`src/rtl/demux_scan_ctrl.sv`:
```
// demux_scan_ctrl: steps a 1-to-4 demux select through the enabled channels, holding each channel's data bit on w
// Ports: clk, rst (sync, active-high); en/cont start and repeat scans; mask/data_in are snapshotted at LOAD;
//        w/sel drive the demux; busy is high outside IDLE; frame_done pulses after the last slot of a frame.
// Build option: define SCAN_GAP_EN for break-before-make (w held low for one cycle whenever sel advances).
module demux_scan_ctrl #(
    parameter int CLK_DIV = 50000,
    parameter int DIV_W   = 16
) (
    input  logic       clk,
    input  logic       rst,
    input  logic       en,
    input  logic       cont,
    input  logic [3:0] mask,
    input  logic [3:0] data_in,
    output logic       w,
    output logic [1:0] sel,
    output logic       busy,
    output logic       frame_done
);
    typedef enum logic [1:0] {IDLE, LOAD, DWELL, NEXT} state_t;
`ifdef SCAN_GAP_EN
    localparam logic GAP = 1'b1;
`else
    localparam logic GAP = 1'b0;
`endif
    state_t           state_q, state_d;
    logic [DIV_W-1:0] cnt_q;
    logic [3:0]       dsh_q, msh_q, hi;
    logic [1:0]       sel_q;
    logic             w_q, busy_q, done_q;

    function automatic logic [1:0] lowest(input logic [3:0] m);
        return m[0] ? 2'd0 : m[1] ? 2'd1 : m[2] ? 2'd2 : 2'd3;
    endfunction

    // enabled channels strictly above the one currently selected
    assign hi = msh_q & (4'b1110 << sel_q);

    always_comb begin
        state_d = state_q == IDLE  ? ((en && mask != 4'd0) ? LOAD : IDLE) :
                  state_q == LOAD  ? ((mask != 4'd0) ? DWELL : IDLE) :
                  state_q == DWELL ? ((cnt_q == DIV_W'(CLK_DIV - 1)) ? NEXT : DWELL) :
                  (|hi) ? DWELL : ((en && cont) ? LOAD : IDLE);
    end

    always_ff @(posedge clk) begin
        if (rst) begin
            state_q <= IDLE;
            cnt_q   <= '0;
            dsh_q   <= '0;
            msh_q   <= '0;
            sel_q   <= '0;
            w_q     <= 1'b0;
            busy_q  <= 1'b0;
            done_q  <= 1'b0;
        end else begin
            state_q <= state_d;
            busy_q  <= state_d != IDLE;
            done_q  <= 1'b0;
            case (state_q)
                IDLE: w_q <= 1'b0;
                LOAD: begin
                    dsh_q <= data_in;
                    msh_q <= mask;
                    cnt_q <= '0;
                    // a mask cleared since IDLE aborts quietly, keeping sel where it was
                    if (mask != 4'd0) begin
                        sel_q <= lowest(mask);
                        w_q   <= data_in[lowest(mask)];
                    end else begin
                        w_q <= 1'b0;
                    end
                end
                DWELL: begin
                    cnt_q <= cnt_q + 1'b1;
                    w_q   <= dsh_q[sel_q];
                end
                NEXT: begin
                    if (|hi) begin
                        sel_q <= lowest(hi);
                        cnt_q <= '0;
                        w_q   <= GAP ? 1'b0 : dsh_q[lowest(hi)];
                    end else begin
                        done_q <= 1'b1;
                        w_q    <= 1'b0;
                    end
                end
                default: w_q <= 1'b0;
            endcase
        end
    end

    assign w          = w_q;
    assign sel        = sel_q;
    assign busy       = busy_q;
    assign frame_done = done_q;
endmodule

```
`config.mk`:
```
export PLATFORM = sky130hd
export DESIGN_NAME = demux_scan_ctrl
export DESIGN_NICKNAME = d
export VERILOG_FILES = /design/src/rtl/demux_scan_ctrl.sv
export SDC_FILE = /design/constraint.sdc
export NUM_CORES = 1
export LEC_CHECK = 0
export CAP_MARGIN = 20
export CORE_UTILIZATION = 25
export CTS_CLUSTER_DIAMETER = 40
export CTS_CLUSTER_SIZE = 25
export DETAILED_ROUTE_END_ITERATION = 8
export GPL_TIMING_DRIVEN = 0
export HOLD_SLACK_MARGIN = 0.03
export PLACE_DENSITY = 0.42
export SYNTH_ARGS = -nofsm -noshare
export SYNTH_HDL_FRONTEND = slang
export SYNTH_SLANG_ARGS = --single-unit
```
`constraint.sdc`:
```
create_clock -name clk -period 2.41 [get_ports clk]
set_clock_uncertainty 0.15 [all_clocks]
set_input_delay 0.482 -clock clk [delete_from_list [all_inputs] [get_ports clk]]
set_output_delay 0.482 -clock clk [all_outputs]
set_load 0.01 [all_outputs]
```
### After elaboration in Yosys (flattened, before gate mapping)

Cells that the tools add are included.
Widths: inputs -> output; s select.

* register bits after elaboration: 31
* bits of input ports: 12
* output and inout port bits: 5
* word-level logic and storage cells: 61

* add/subtract/negate cells: 1
* $lt $le $gt $ge: 3
* equality and inequality tests: 6
* shift operators: 1
* multiplexer cells: 29
* bitwise operators: 2
* reductions and logical operators: 11

Operators by type and width (count)
* $pmux 16 s3: 1
* $mux 2: 11
* $add 16x1->16 const B: 1
* $eq 16x16->1 const B: 1
* $mux 16: 1
* $mux 1: 11
* $lt 2x3->1 const B: 3
* $bmux 1 s2: 3
* $and 4x4->4: 1
* $eq 2x2->1 const B: 2
* $pmux 1 s4: 1
* $pmux 2 s2: 1
* $reduce_bool 2->1: 2
* $reduce_bool 4->1: 1
* $reduce_or 4->1: 1
* $shl 4x2->4 const A: 1
* $reduce_and 3->1: 1
* $reduce_bool 3->1: 1
* $eq 2x1->1 const B: 1
* $logic_and 1x1->1: 2
* $logic_not 2->1: 1
* $ne 2x1->1 const B: 1
* $ne 2x2->1 const B: 1
* $reduce_and 2->1: 1
* 2 further kinds: 2

### Logic depth before layout (Yosys ltp)

Gate-level depths: netlist of run 1.

* word-level depth: 9
* mapped depth: 9
* depth with buffers taken out: 7

### Worst setup path before layout of run 1

OpenSTA, ideal clock, no wires.

* path kind: register -> register
* start point: reg state_q[0]
* end point: reg cnt_q[5]
* setup time: 115 ps
* arrival: 1561 ps
* required time: 2145 ps
* slack: 584 ps
* cell stages (with the launch flop): 9
* path buffers: 2
* clock period less this slack: 1826 ps
* path through: dfxtp_1 > ha_1 > buf_4 > nor2b_1 > o21ai_4 > buf_2 > a211oi_2 > xnor2_1 > nor2_2

* word-level cells in the longest chain between the ends: 3
* elaborated cells between the ends (all ways): 7
* classes of those cells: eq/ne: 4; mux: 1; reduce/logical: 2

RTL lines
* from (decl): line 26 `state_t state_q, state_d;`
* from (signal assigned): line 57 `state_q <= state_d;`
* $eq 2x2->1 / $eq 2x1->1 (equally long branches): line 60 `case (state_q)`
* $ne 2x2->1 (no line) / $reduce_bool 3->1 (equally long branches)
* $reduce_and 2->1 (no line)
* to (signal assigned): line 75 `cnt_q <= cnt_q + 1'b1;`
* to (decl): line 27 `logic [DIV_W-1:0] cnt_q;`

Several ways; a longest one is shown, not always the timed one.
A chain may end at the register's enable or synchronous reset.

### Worst setup path after layout of run 1

* start point: in mask[1]
* end point: reg sel_q[0] (netlist: sel[0])

* word-level cells in the longest chain between the ends: 4
* elaborated cells between the ends (all ways): 7
* classes of those cells: eq/ne: 1; mux: 4; reduce/logical: 2

RTL lines
* from (decl): line 13 `input logic [3:0] mask,`
* $mux 2 (2 in series): line 33 `return m[0] ? 2'd0 : m[1] ? 2'd1 : m[2] ? 2'd2 : 2'd3;`
* $mux 2: line 67 `if (mask != 4'd0) begin`
* $pmux 2 s2: line 60
* to (signal assigned): line 68 `sel_q <= lowest(mask);`
* to (signal assigned): line 80 `sel_q <= lowest(hi);`
* to (decl): line 29 `logic [1:0] sel_q;`

Several ways; a longest one is shown, not always the timed one. The select of a mux whose other input is x is not followed.

==> summary.txt, run 1 <==
Logic synthesis
  • Main combinational cell family by area after synthesis: simple AND/OR/NAND/NOR gates
  • Post-synthesis cell type with the largest combined area: sky130_fd_sc_hd__dfxtp_1
  • Area fraction in and, or, nand and nor cells after synthesis: 23.7%
  • Xor and xnor fraction of the mapped netlist area: 7.74%
  • Most frequent cell after synthesis: sky130_fd_sc_hd__dfxtp_1
  • Mux share of post-synthesis cell area: 7.52%
  • Instance count of the mapped netlist: 184
  • Nets in the synthesized netlist: 201
  • Count of cell types in the netlist: 47
  • Share of synthesized cell area in full adder, half adder and majority cells: 3.69%
  • Yosys Warn Count: 0
  • Netlist Area Pre-Place: 1700 sq um
  • Number of synthesized register bits: 30
  • Largest cells by area after synthesis: sky130_fd_sc_hd__dfxtp_1 (35%), sky130_fd_sc_hd__xnor2_1 (7.7%), sky130_fd_sc_hd__mux2i_1 (5.3%)
  • Most frequent cells after synthesis: sky130_fd_sc_hd__dfxtp_1 (30), sky130_fd_sc_hd__nor2_1 (19), sky130_fd_sc_hd__xnor2_1 (15)
  • Fraction of post-synthesis cell area in the top cell type by area: 35.4%
  • Number of enable flip-flop cells after synthesis: 0
  • Top flip-flop cell by instance count after synthesis: sky130_fd_sc_hd__dfxtp_1
  • Syn avg cell area: 9.22 sq um
  • Fraction of the mapped netlist area in compound gates: 16.7%
  • Async set-or-reset flop fraction in the synthesized netlist: 0%
  • Fraction of the yosys area taken by sequential cells: 35.4%

Placement
  • Placer congestion estimate: 0.716
  • IO buf count: 16
  • Detailed placer's ending HPWL: 2.84 mm
  • Number of placed instances, taps included: 277
  • Dpl cell area: 1950 sq um
  • Place WS: 0.00431 ns

Power
  • Power per cell area: 551 nW/um^2
  • Leakage dissipation: 0.635 nW
  • Peak VDD IR: 180 uV
  • Clk network pwr share: 34.2%
  • PnR Total Power: 1.12 mW
  • Sw Ratio: 27.7%
  • Reg power frac: 48.3%
  • Internal Dissipation: 808 uW
  • Switching power: 310 uW
  • Comb power frac: 17.6%

Detailed routing
  • Initial detailed-routing violation count: 48
  • Met2 Wirelength: 1.61 mm
  • First-pass DRT Iterations: 6
  • Total routed wire length on the met1 layer: 2.05 mm
  • Routed wire length: 3.87 mm
  • Number of vias after detailed routing: 1343
  • Wire length per cell after detailed routing: 13.6 um
  • Routed via count divided by cell count: 4.73
  • Post-detailed-route DRC marker count: 2
  • Remaining number of nets flagged by the antenna check after routing: 0
  • Met3 Wirelength: 160 um
  • Highest Signal Layer: met4

Floorplanning
  • Die area: 7120 sq um
  • Cell row count: 29
  • I/O pin total: 17
  • Initial Utilization: 26.3%
  • Height of the die: 84.4 um
  • Core area: 6460 sq um
  • Die boundary width: 84.4 um

CTS
  • Quantity of hold-fixing buffers added after cts: 0
  • Cell chosen for the clock root: sky130_fd_sc_hd__clkbuf_8
  • Clock latency of the later-clocked register in the worst-skew pair: 0.28 ns
  • CTS tree: yes
  • TritonCTS Buffers: 5
  • Clock Sinks: 30
  • Buffers inserted during post-CTS setup optimization: 0
  • Buffer levels on the longest clock path: 2
  • PostCTS Resize Cnt: 0
  • H-tree Lvls: 2
  • Clock slew seen by the registers of the worst setup and hold paths: 0.07 ns

Worst setup path
  • Cell-by-cell listing of the critical path: clkdlybuf4s50_1 -> or4_1 -> mux2i_1 -> a31oi_1 -> nor2_1 -> a211oi_1
  • Launching instance or port of the critical path: mask[1]
  • CP endpoint kind: register
  • Critical Path End: sel[0]
  • Startpoint kind of the worst setup timing path: input pin
  • Worst-path fanout max: 5
  • Reg2reg end: busy
  • Slowest stage cell on the critical path: sky130_fd_sc_hd__or4_1
  • Worst endpoint data arrival time: 2.13 ns
  • Critical R2R Launch: state_q[1]
  • Setup slack on the worst flop-to-flop path: 0.28 ns
  • Number of cells on the worst reg-to-reg path: 6
  • Crit Path Class: input pin to register
  • Delay of the slowest cell on the worst path: 0.65 ns
  • Req. time, crit path: 2.41 ns

STA
  • RSZ-0062 raised after global routing: false
  • Sum of negative setup slack: 0 ns
  • Worst Tran Pin Value: 0.657 ns
  • Final worst hold slack: 0.354 ns
  • Worst slew margin relative to its limit: 56.2%
  • Endpoints failing setup: 0
  • Smallest setup slack after layout: 0.275 ns
  • Fraction of the cycle the final worst path needs: 88.6%
  • Timing-limited maximum frequency: 0.468 GHz
  • Count of endpoints failing hold in the final timing report: 0
  • Count of pins over their slew limit: 0
  • Minimum clock period after layout: 2.14 ns

Global routing
  • Largest net degree at the start of global routing: 11
  • Gr ovfl total: 0
  • Vias in the first global route: 1270
  • Combined global-route utilization of all metal layers: 11.8%
  • Initial antenna violation count: 0
  • Wire length of the first global-routing pass: 6.49 mm

Cells and area
  • Inserted Diodes: 0
  • Share of final-layout standard cells stronger than drive strength 1: 14.5%
  • Non-Filler Instances: 284
  • Final instance area: 2030 sq um
  • Area growth from synthesis to layout: 19.6%
  • Post-layout net count: 224
  • Core utilization of the finished layout: 31.4%

Flow run
  • Max cap viols: 0

Worst hold path
  • HP Class: register to register

Run status
  • Failing checks: DRC
  • Result of the run: complete, but fails checks
==> layer usage <==
| metal | vias up | GRT usage [%] |
|---|---|---|
| met4 | 0 | 4.62 |
| met1 | 617 | 16.6 |
| met3 | 4 | 2.95 |
| met5 | - | 0 |
| met2 | 22 | 17.1 |
| li1 | 700 | - |
==> power groups by stage <==
stage / clock, mW / combinational [mW] / sequential (mW)
2_1_floorplan: 0 / 0.130 / 0.547
3_3_place_gp: 0 / 0.198 / 0.551
6_report: 0.382 / 0.196 / 0.539
5_1_grt: 0.424 / 0.217 / 0.542
3_5_place_dp: 0 / 0.197 / 0.551
4_1_cts: 0.401 / 0.197 / 0.540
==> critical path, delay by kind of cell <==
kind	cells	cell delay (ns)
compound gates	2	0.15
buf+inv	1	0.49
mux	1	0.24
simple gates	2	0.76
==> cell type report <==
class                           instances  area, sq um
Fill cell                             707         4430
Multi-Input combinational cell        139         1010
Sequential cell                        30          601
Timing Repair Buffer                   16          160
Tap cell                               77         96.3
Clock buffer                            7         76.3
Buffer                                  9         66.3
Inverter                                6         22.5
==> how the worst min path moves through the flow <==
stage	startpoint	to	slack, ns	cells past startpoint
6_report	cnt_q[1]	cnt_q[1]	0.35	2
5_1_grt	dsh_q[0]	dsh_q[0]	0.39	2
4_1_cts	cnt_q[1]	cnt_q[1]	0.36	2
3_5_place_dp	cnt_q[1]	cnt_q[1]	0.35	2
3_3_place_gp	dsh_q[0]	dsh_q[0]	0.35	2
2_1_floorplan	dsh_q[0]	dsh_q[0]	0.31	2
==> sequential cells by signal (all words and copies together), names as in the netlist <==
signal	flops
dsh_q	4
w	1
cnt_q	16
frame_done	1
sel	2
msh_q	3
busy	1
state_q	2
==> cell families (layout without fill, tap and decap cells) <==
group           after synthesis  count (layout)
simple gates                 75              75
compound gates               33              33
flops                        30              30
fa+ha+maj                     5               5
buf+inv                      15              38
xor+xnor                     15              15
mux                          11              11
==> cells in the final DEF, fill, tap and decap left out, drive strengths merged, types with 4 or more instances in the layout <==
cell and instances:
a211oi 8, a21oi 9, buf 7, clkbuf 9
clkdlybuf4s50 16, dfxtp 30, ha 5, inv 6
mux2i 9, nand2 13, nand3 10, nor2 29
o21ai 4, xnor2 15
Power figures use the tool's default switching activity.
==> run 2, diff against run 1 <==
- CORE_UTILIZATION: 25 -> 30
- PLACE_DENSITY: 0.42 -> 0.48
- SLEW_MARGIN: default -> 20
==> summary.txt, run 2 (synthesized netlist as in run 1, its figures left out) <==
Worst setup path
  • Req. time, crit path: 2.41 ns (about the same)
  • Worst-path fanout max: 5 (unchanged)
  • CP endpoint kind: register
  • Crit Path Class: input pin to register
  • Startpoint kind of the worst setup timing path: input pin
  • Worst endpoint data arrival time: 2.14 ns (about the same)

Placement
  • IO buf count: 16 (unchanged)
  • Placer congestion estimate: 0.719 (+0.42%)
  • Detailed placer's ending HPWL: 2.79 mm (-1.7%)
  • Number of placed instances, taps included: 272 (-1.8%)
  • Dpl cell area: 1950 sq um (-0.32%)

STA
  • Count of pins over their slew limit: 0 (unchanged)
  • RSZ-0062 raised after global routing: false
  • Minimum clock period after layout: 2.14 ns (+0.00175 ns)
  • Worst Tran Pin Value: 0.661 ns (+0.00402 ns)
  • Worst slew margin relative to its limit: 55.9% (-0.27 points)
  • Final worst hold slack: 0.355 ns (+0.000774 ns)
  • Endpoints failing setup: 0 (unchanged)
  • Count of endpoints failing hold in the final timing report: 0 (unchanged)
  • Timing-limited maximum frequency: 0.468 GHz (about the same)
  • Sum of negative setup slack: 0 ns (unchanged)
  • Fraction of the cycle the final worst path needs: 88.7% (about the same)

Cells and area
  • Area growth from synthesis to layout: 19.2%
  • Combined flip-flop and latch cell area: 601 sq um (unchanged)
  • Final instance area: 2020 sq um (-0.31%)
  • Largest register FFs: 16 (unchanged)
  • Non-Filler Instances: 279 (-1.8%)
  • Core utilization of the finished layout: 37.0% (+5.5 points)
  • Most common library cell in the layout ignoring fill and taps: sky130_fd_sc_hd__dfxtp_1
  • Register containing the most flip-flops in the final layout: cnt_q
  • Fill cell total of the finished layout: 598 (-15%)
  • Area occupied by multi-input gates: 1010 sq um (unchanged)
  • Registers with the most flip-flops: cnt_q x16, dsh_q x4, msh_q x3
  • Inserted Diodes: 0 (unchanged)
  • Post-layout net count: 224 (unchanged)
  • Commonest cells after routing, fill and taps aside: sky130_fd_sc_hd__dfxtp_1 (30), sky130_fd_sc_hd__nor2_1 (19), sky130_fd_sc_hd__clkdlybuf4s50_1 (16), sky130_fd_sc_hd__xnor2_1 (15), sky130_fd_sc_hd__nand2_1 (13)
  • Share of final-layout standard cells stronger than drive strength 1: 14.5% (unchanged)

Floorplanning
  • Cell row count: 27 (-6.9%)
  • Core area: 5470 sq um (-15%)
  • I/O pin total: 17 (unchanged)
  • Die boundary width: 77.2 um (-8.5%)
  • Initial Utilization: 31.0% (+4.7 points)
  • Die area: 5960 sq um (-16%)
  • Height of the die: 77.2 um (-8.5%)

Flow run
  • Max cap viols: 0 (unchanged)

Detailed routing
  • Routed via count divided by cell count: 4.85 (+2.5%)
  • Post-detailed-route DRC marker count: 0 (-2)
  • Initial detailed-routing violation count: 61 (+27%)
  • Remaining number of nets flagged by the antenna check after routing: 0 (unchanged)
  • Wire length per cell after detailed routing: 13.5 um (-0.50%)
  • Number of vias after detailed routing: 1352 (+0.67%)
  • First-pass DRT Iterations: 4 (-2)
  • Routed wire length: 3.78 mm (-2.2%)

Run status
  • Result of the run: finished, final reports clean

CTS
  • Cell chosen for the clock root: sky130_fd_sc_hd__clkbuf_8
  • Quantity of hold-fixing buffers added after cts: 0 (unchanged)
  • Clock slew seen by the registers of the worst setup and hold paths: 0.06 ns (about the same)
  • Clock Sinks: 30 (unchanged)
  • Clock latency of the later-clocked register in the worst-skew pair: 0.28 ns (about the same)
  • CTS tree: yes
  • Buffers inserted during post-CTS setup optimization: 0 (unchanged)
  • PostCTS Resize Cnt: 0 (unchanged)
  • TritonCTS Buffers: 5 (unchanged)
  • H-tree Lvls: 2 (unchanged)
  • Buffer levels on the longest clock path: 2 (unchanged)

Global routing
  • Global-route met1 utilization: 18.6% (+1.9 points)
  • Wire length of the first global-routing pass: 6.71 mm (+3.4%)
  • Gr ovfl total: 0 (unchanged)
  • Combined global-route utilization of all metal layers: 14.3% (+2.6 points)
  • Met2 Resource Use GR: 22.6% (+5.5 points)
  • Busiest layer in global routing: met2
  • Initial antenna violation count: 0 (unchanged)
  • Largest net degree at the start of global routing: 11 (unchanged)
  • Vias in the first global route: 1370 (+7.9%)
  • Global routing met3 resource utilization: 3.57% (+0.62 points)

Power
  • Peak VDD IR: 288 uV (+60%)
  • Leakage dissipation: 0.635 nW (unchanged)
  • Power per cell area: 553 nW/um^2 (+0.41%)

Worst hold path
  • HP Class: register to register
==> run 2: final cells by class <==
| cell class | instances | share of cell area, % |
|---|---|---|
| multi-input combinational | 139 | 49.8 |
| tap | 72 | 4.45 |
| timing repair buffer | 16 | 7.92 |
| sequential | 30 | 29.7 |
| clock buffer | 7 | 3.77 |
| buffer | 9 | 3.28 |
| inverter | 6 | 1.11 |
==> run 2: metrics by stage <==
stage / power [mW] / setup WS (ns)
2_1_floorplan: 0.678 / 0.584
3_3_place_gp: 0.747 / -0.0304
3_5_place_dp: 0.747 / -0.0323
4_1_cts: 1.14 / 0.272
5_1_grt: 1.18 / 0.155
6_report: 1.12 / 0.273
==> run 2: worst max-delay path, cell delays in order <==
cell and delay, ns:
sky130_fd_sc_hd__clkdlybuf4s50_1 0.50, sky130_fd_sc_hd__or4_1 0.63, sky130_fd_sc_hd__mux2i_1 0.26, sky130_fd_sc_hd__a31oi_1 0.11
sky130_fd_sc_hd__nor2_1 0.11, sky130_fd_sc_hd__a211oi_1 0.05
==> run 2: final timing paths <==
| kind | start | end | slack, ns | cells after the start |
|---|---|---|---|---|
| max | mask[2] | sel[0] | 0.27 | 6 |
| min | cnt_q[1] | cnt_q[1] | 0.36 | 2 |
| min reg2reg | cnt_q[1] | cnt_q[1] | 0.36 | 2 |
| max reg2reg | state_q[1] | busy | 0.40 | 6 |
==> run 2: where the power goes <==
part / total [mW] / switching [mW] / internal (mW) / leakage [nW]
Sequential: 0.539 / 0.0226 / 0.516 / 0.243
Combinational: 0.196 / 0.103 / 0.0929 / 0.353
Clock: 0.384 / 0.186 / 0.199 / 0.0383
Total: 1.12 / 0.311 / 0.808 / 0.635
==> run 2: per-layer routing <==
layer  vias to the layer above  share of wire (%)
met5                         -                  0
met4                         0               0.95
met3                         4                2.1
met2                        11                 48
met1                       637                 49
li1                        700                  -
==> run 3, diff against run 2 <==
- CORE_UTILIZATION: 30 -> 54
- PLACE_DENSITY: 0.48 -> 0.77
==> summary.txt, run 3 (synthesized netlist as in run 1, its figures left out) <==
Worst setup path
  • Crit Path Class: input pin to register
  • CP endpoint kind: register
  • Req. time, crit path: 2.50 ns (+0.09 ns)
  • Setup slack on the worst flop-to-flop path: 0.35 ns (-0.05 ns)
  • Reg2reg end: cnt_q[5]
  • Startpoint kind of the worst setup timing path: input pin
  • Worst-path fanout max: 5 (unchanged)
  • Critical R2R Launch: state_q[0]
  • Launching instance or port of the critical path: mask[1]
  • Number of cells on the worst reg-to-reg path: 8 (+2)
  • Worst endpoint data arrival time: 2.17 ns (+0.03 ns)

Floorplanning
  • Die area: 3370 sq um (-43%)
  • Cell row count: 19 (-30%)
  • Initial Utilization: 59.0% (+28 points)
  • I/O pin total: 17 (unchanged)
  • Core area: 2880 sq um (-47%)
  • Die boundary width: 58.1 um (-25%)
  • Height of the die: 58.1 um (-25%)

Flow run
  • Max cap viols: 0 (unchanged)

CTS
  • PostCTS Resize Cnt: 0 (unchanged)
  • Buffer levels on the longest clock path: 2 (unchanged)
  • H-tree Lvls: 2 (unchanged)
  • Clock Sinks: 30 (unchanged)
  • CTS tree: yes
  • Buffers inserted during post-CTS setup optimization: 0 (unchanged)
  • Clock slew seen by the registers of the worst setup and hold paths: 0.09 ns (+0.03 ns)
  • TritonCTS Buffers: 5 (unchanged)
  • Clock latency of the later-clocked register in the worst-skew pair: 0.34 ns (+0.06 ns)
  • Quantity of hold-fixing buffers added after cts: 0 (unchanged)
  • Cell chosen for the clock root: sky130_fd_sc_hd__clkbuf_4

Detailed routing
  • Number of vias after detailed routing: 1413 (+4.5%)
  • Initial detailed-routing violation count: 50 (-18%)
  • Wire length per cell after detailed routing: 14.5 um (+7.3%)
  • Met2 Wirelength: 1.55 mm (-14%)
  • Highest Signal Layer: met4
  • First-pass DRT Iterations: 6 (+2)
  • Routed via count divided by cell count: 5.67 (+17%)
  • Routed wire length: 3.62 mm (-4.3%)
  • Met3 Wirelength: 231 um (+200%)
  • Remaining number of nets flagged by the antenna check after routing: 0 (unchanged)
  • Total routed wire length on the met1 layer: 1.73 mm (-7.1%)
  • Post-detailed-route DRC marker count: 1 (+1)

STA
  • Timing-limited maximum frequency: 0.481 GHz (+2.7%)
  • Worst slew margin relative to its limit: 59.5% (+3.6 points)
  • Sum of negative setup slack: 0 ns (unchanged)
  • Final worst hold slack: 0.376 ns (+0.0207 ns)
  • RSZ-0062 raised after global routing: false
  • Minimum clock period after layout: 2.08 ns (-0.0566 ns)
  • Endpoints failing setup: 0 (unchanged)
  • Worst Tran Pin Value: 0.607 ns (-0.0545 ns)
  • Fraction of the cycle the final worst path needs: 86.3% (-2.3 points)
  • Smallest setup slack after layout: 0.330 ns (+0.0566 ns)
  • Count of endpoints failing hold in the final timing report: 0 (unchanged)
  • Count of pins over their slew limit: 0 (unchanged)

Placement
  • Detailed placer's ending HPWL: 2.72 mm (-2.8%)
  • Place WS: -0.00586 ns (+0.0264 ns)
  • Dpl cell area: 1910 sq um (-1.9%)
  • Number of placed instances, taps included: 242 (-11%)
  • Placer congestion estimate: 0.852 (+19%)
  • IO buf count: 16 (unchanged)

Cells and area
  • Inserted Diodes: 0 (unchanged)
  • Registers with the most flip-flops: cnt_q x16, dsh_q x4, msh_q x3
  • Most common library cell in the layout ignoring fill and taps: sky130_fd_sc_hd__dfxtp_1
  • Area growth from synthesis to layout: 15.2%
  • Commonest cells after routing, fill and taps aside: sky130_fd_sc_hd__dfxtp_1 (30), sky130_fd_sc_hd__nor2_1 (19), sky130_fd_sc_hd__clkdlybuf4s50_1 (16), sky130_fd_sc_hd__xnor2_1 (15), sky130_fd_sc_hd__nand2_1 (13)
  • Register containing the most flip-flops in the final layout: cnt_q
  • Area occupied by multi-input gates: 1010 sq um (unchanged)
  • Share of final-layout standard cells stronger than drive strength 1: 14.5% (unchanged)
  • Non-Filler Instances: 249 (-11%)
  • Final instance area: 1950 sq um (-3.4%)
  • Combined flip-flop and latch cell area: 601 sq um (unchanged)
  • Fill cell total of the finished layout: 256 (-57%)
  • Core utilization of the finished layout: 67.9% (+31 points)
  • Post-layout net count: 224 (unchanged)
  • Largest register FFs: 16 (unchanged)

Run status
  • Result of the run: complete, but fails checks
  • Failing checks: DRC

Power
  • PnR Total Power: 1.01 mW (-9.8%)
  • Peak VDD IR: 317 uV (+10%)
  • Power per cell area: 516 nW/um^2 (-6.6%)
  • Leakage dissipation: 0.622 nW (-2.0%)

Global routing
  • Combined global-route utilization of all metal layers: 24.5% (+10 points)
  • Initial antenna violation count: 0 (unchanged)
  • Gr ovfl total: 0 (unchanged)
  • Vias in the first global route: 1346 (-1.8%)
  • Wire length of the first global-routing pass: 6.18 mm (-7.9%)
  • Largest net degree at the start of global routing: 11 (unchanged)

Worst hold path
  • Hold wc startpoint: cnt_q[1]
  • HP Class: register to register
  • Worst hold endpoint: cnt_q[1]
  • Hold path cells: 2 (unchanged)
[run 3: cell counts in the layout (fill, tap and decap cells not counted)]
No cell type changed its count.
[run 3: power breakdown]
part	internal, mW	total [mW]	switching, mW
Sequential	0.516	0.539	0.0234
Clock	0.110	0.277	0.167
Combinational	0.0927	0.193	0.100
Total	0.718	1.01	0.291
[run 3: worst max path at each step]
| stage | end | cells after the start |
|---|---|---|
| floorplan | cnt_q[5] | 8 |
| global placement | sel[0] | 5 |
| detailed placement | sel[0] | 5 |
| CTS | sel[0] | 5 |
| global route | sel[0] | 5 |
| finish | sel[0] | 5 |
[run 3: worst max-delay path, stage by stage]
cell                              delay, ns
sky130_fd_sc_hd__clkdlybuf4s50_1       0.50
sky130_fd_sc_hd__or4_1                 0.61
sky130_fd_sc_hd__mux2i_1               0.22
sky130_fd_sc_hd__a31oi_1               0.11
sky130_fd_sc_hd__a211oi_1              0.25
[run 3: metal layers]
metal / GRT usage [%] / vias up
met3: 7.37 / 13
met5: 0 / -
li1: - / 700
met4: 12.9 / 0
met2: 34.0 / 37
met1: 34.0 / 663
[run 3: cell type report]
type                       count  area share [%]
clock buffer                   7            2.30
sequential                    30            30.7
buffer                         9            3.39
tap                           42            2.69
inverter                       6            1.15
multi-input combinational    139            51.5
timing repair buffer          16            8.19
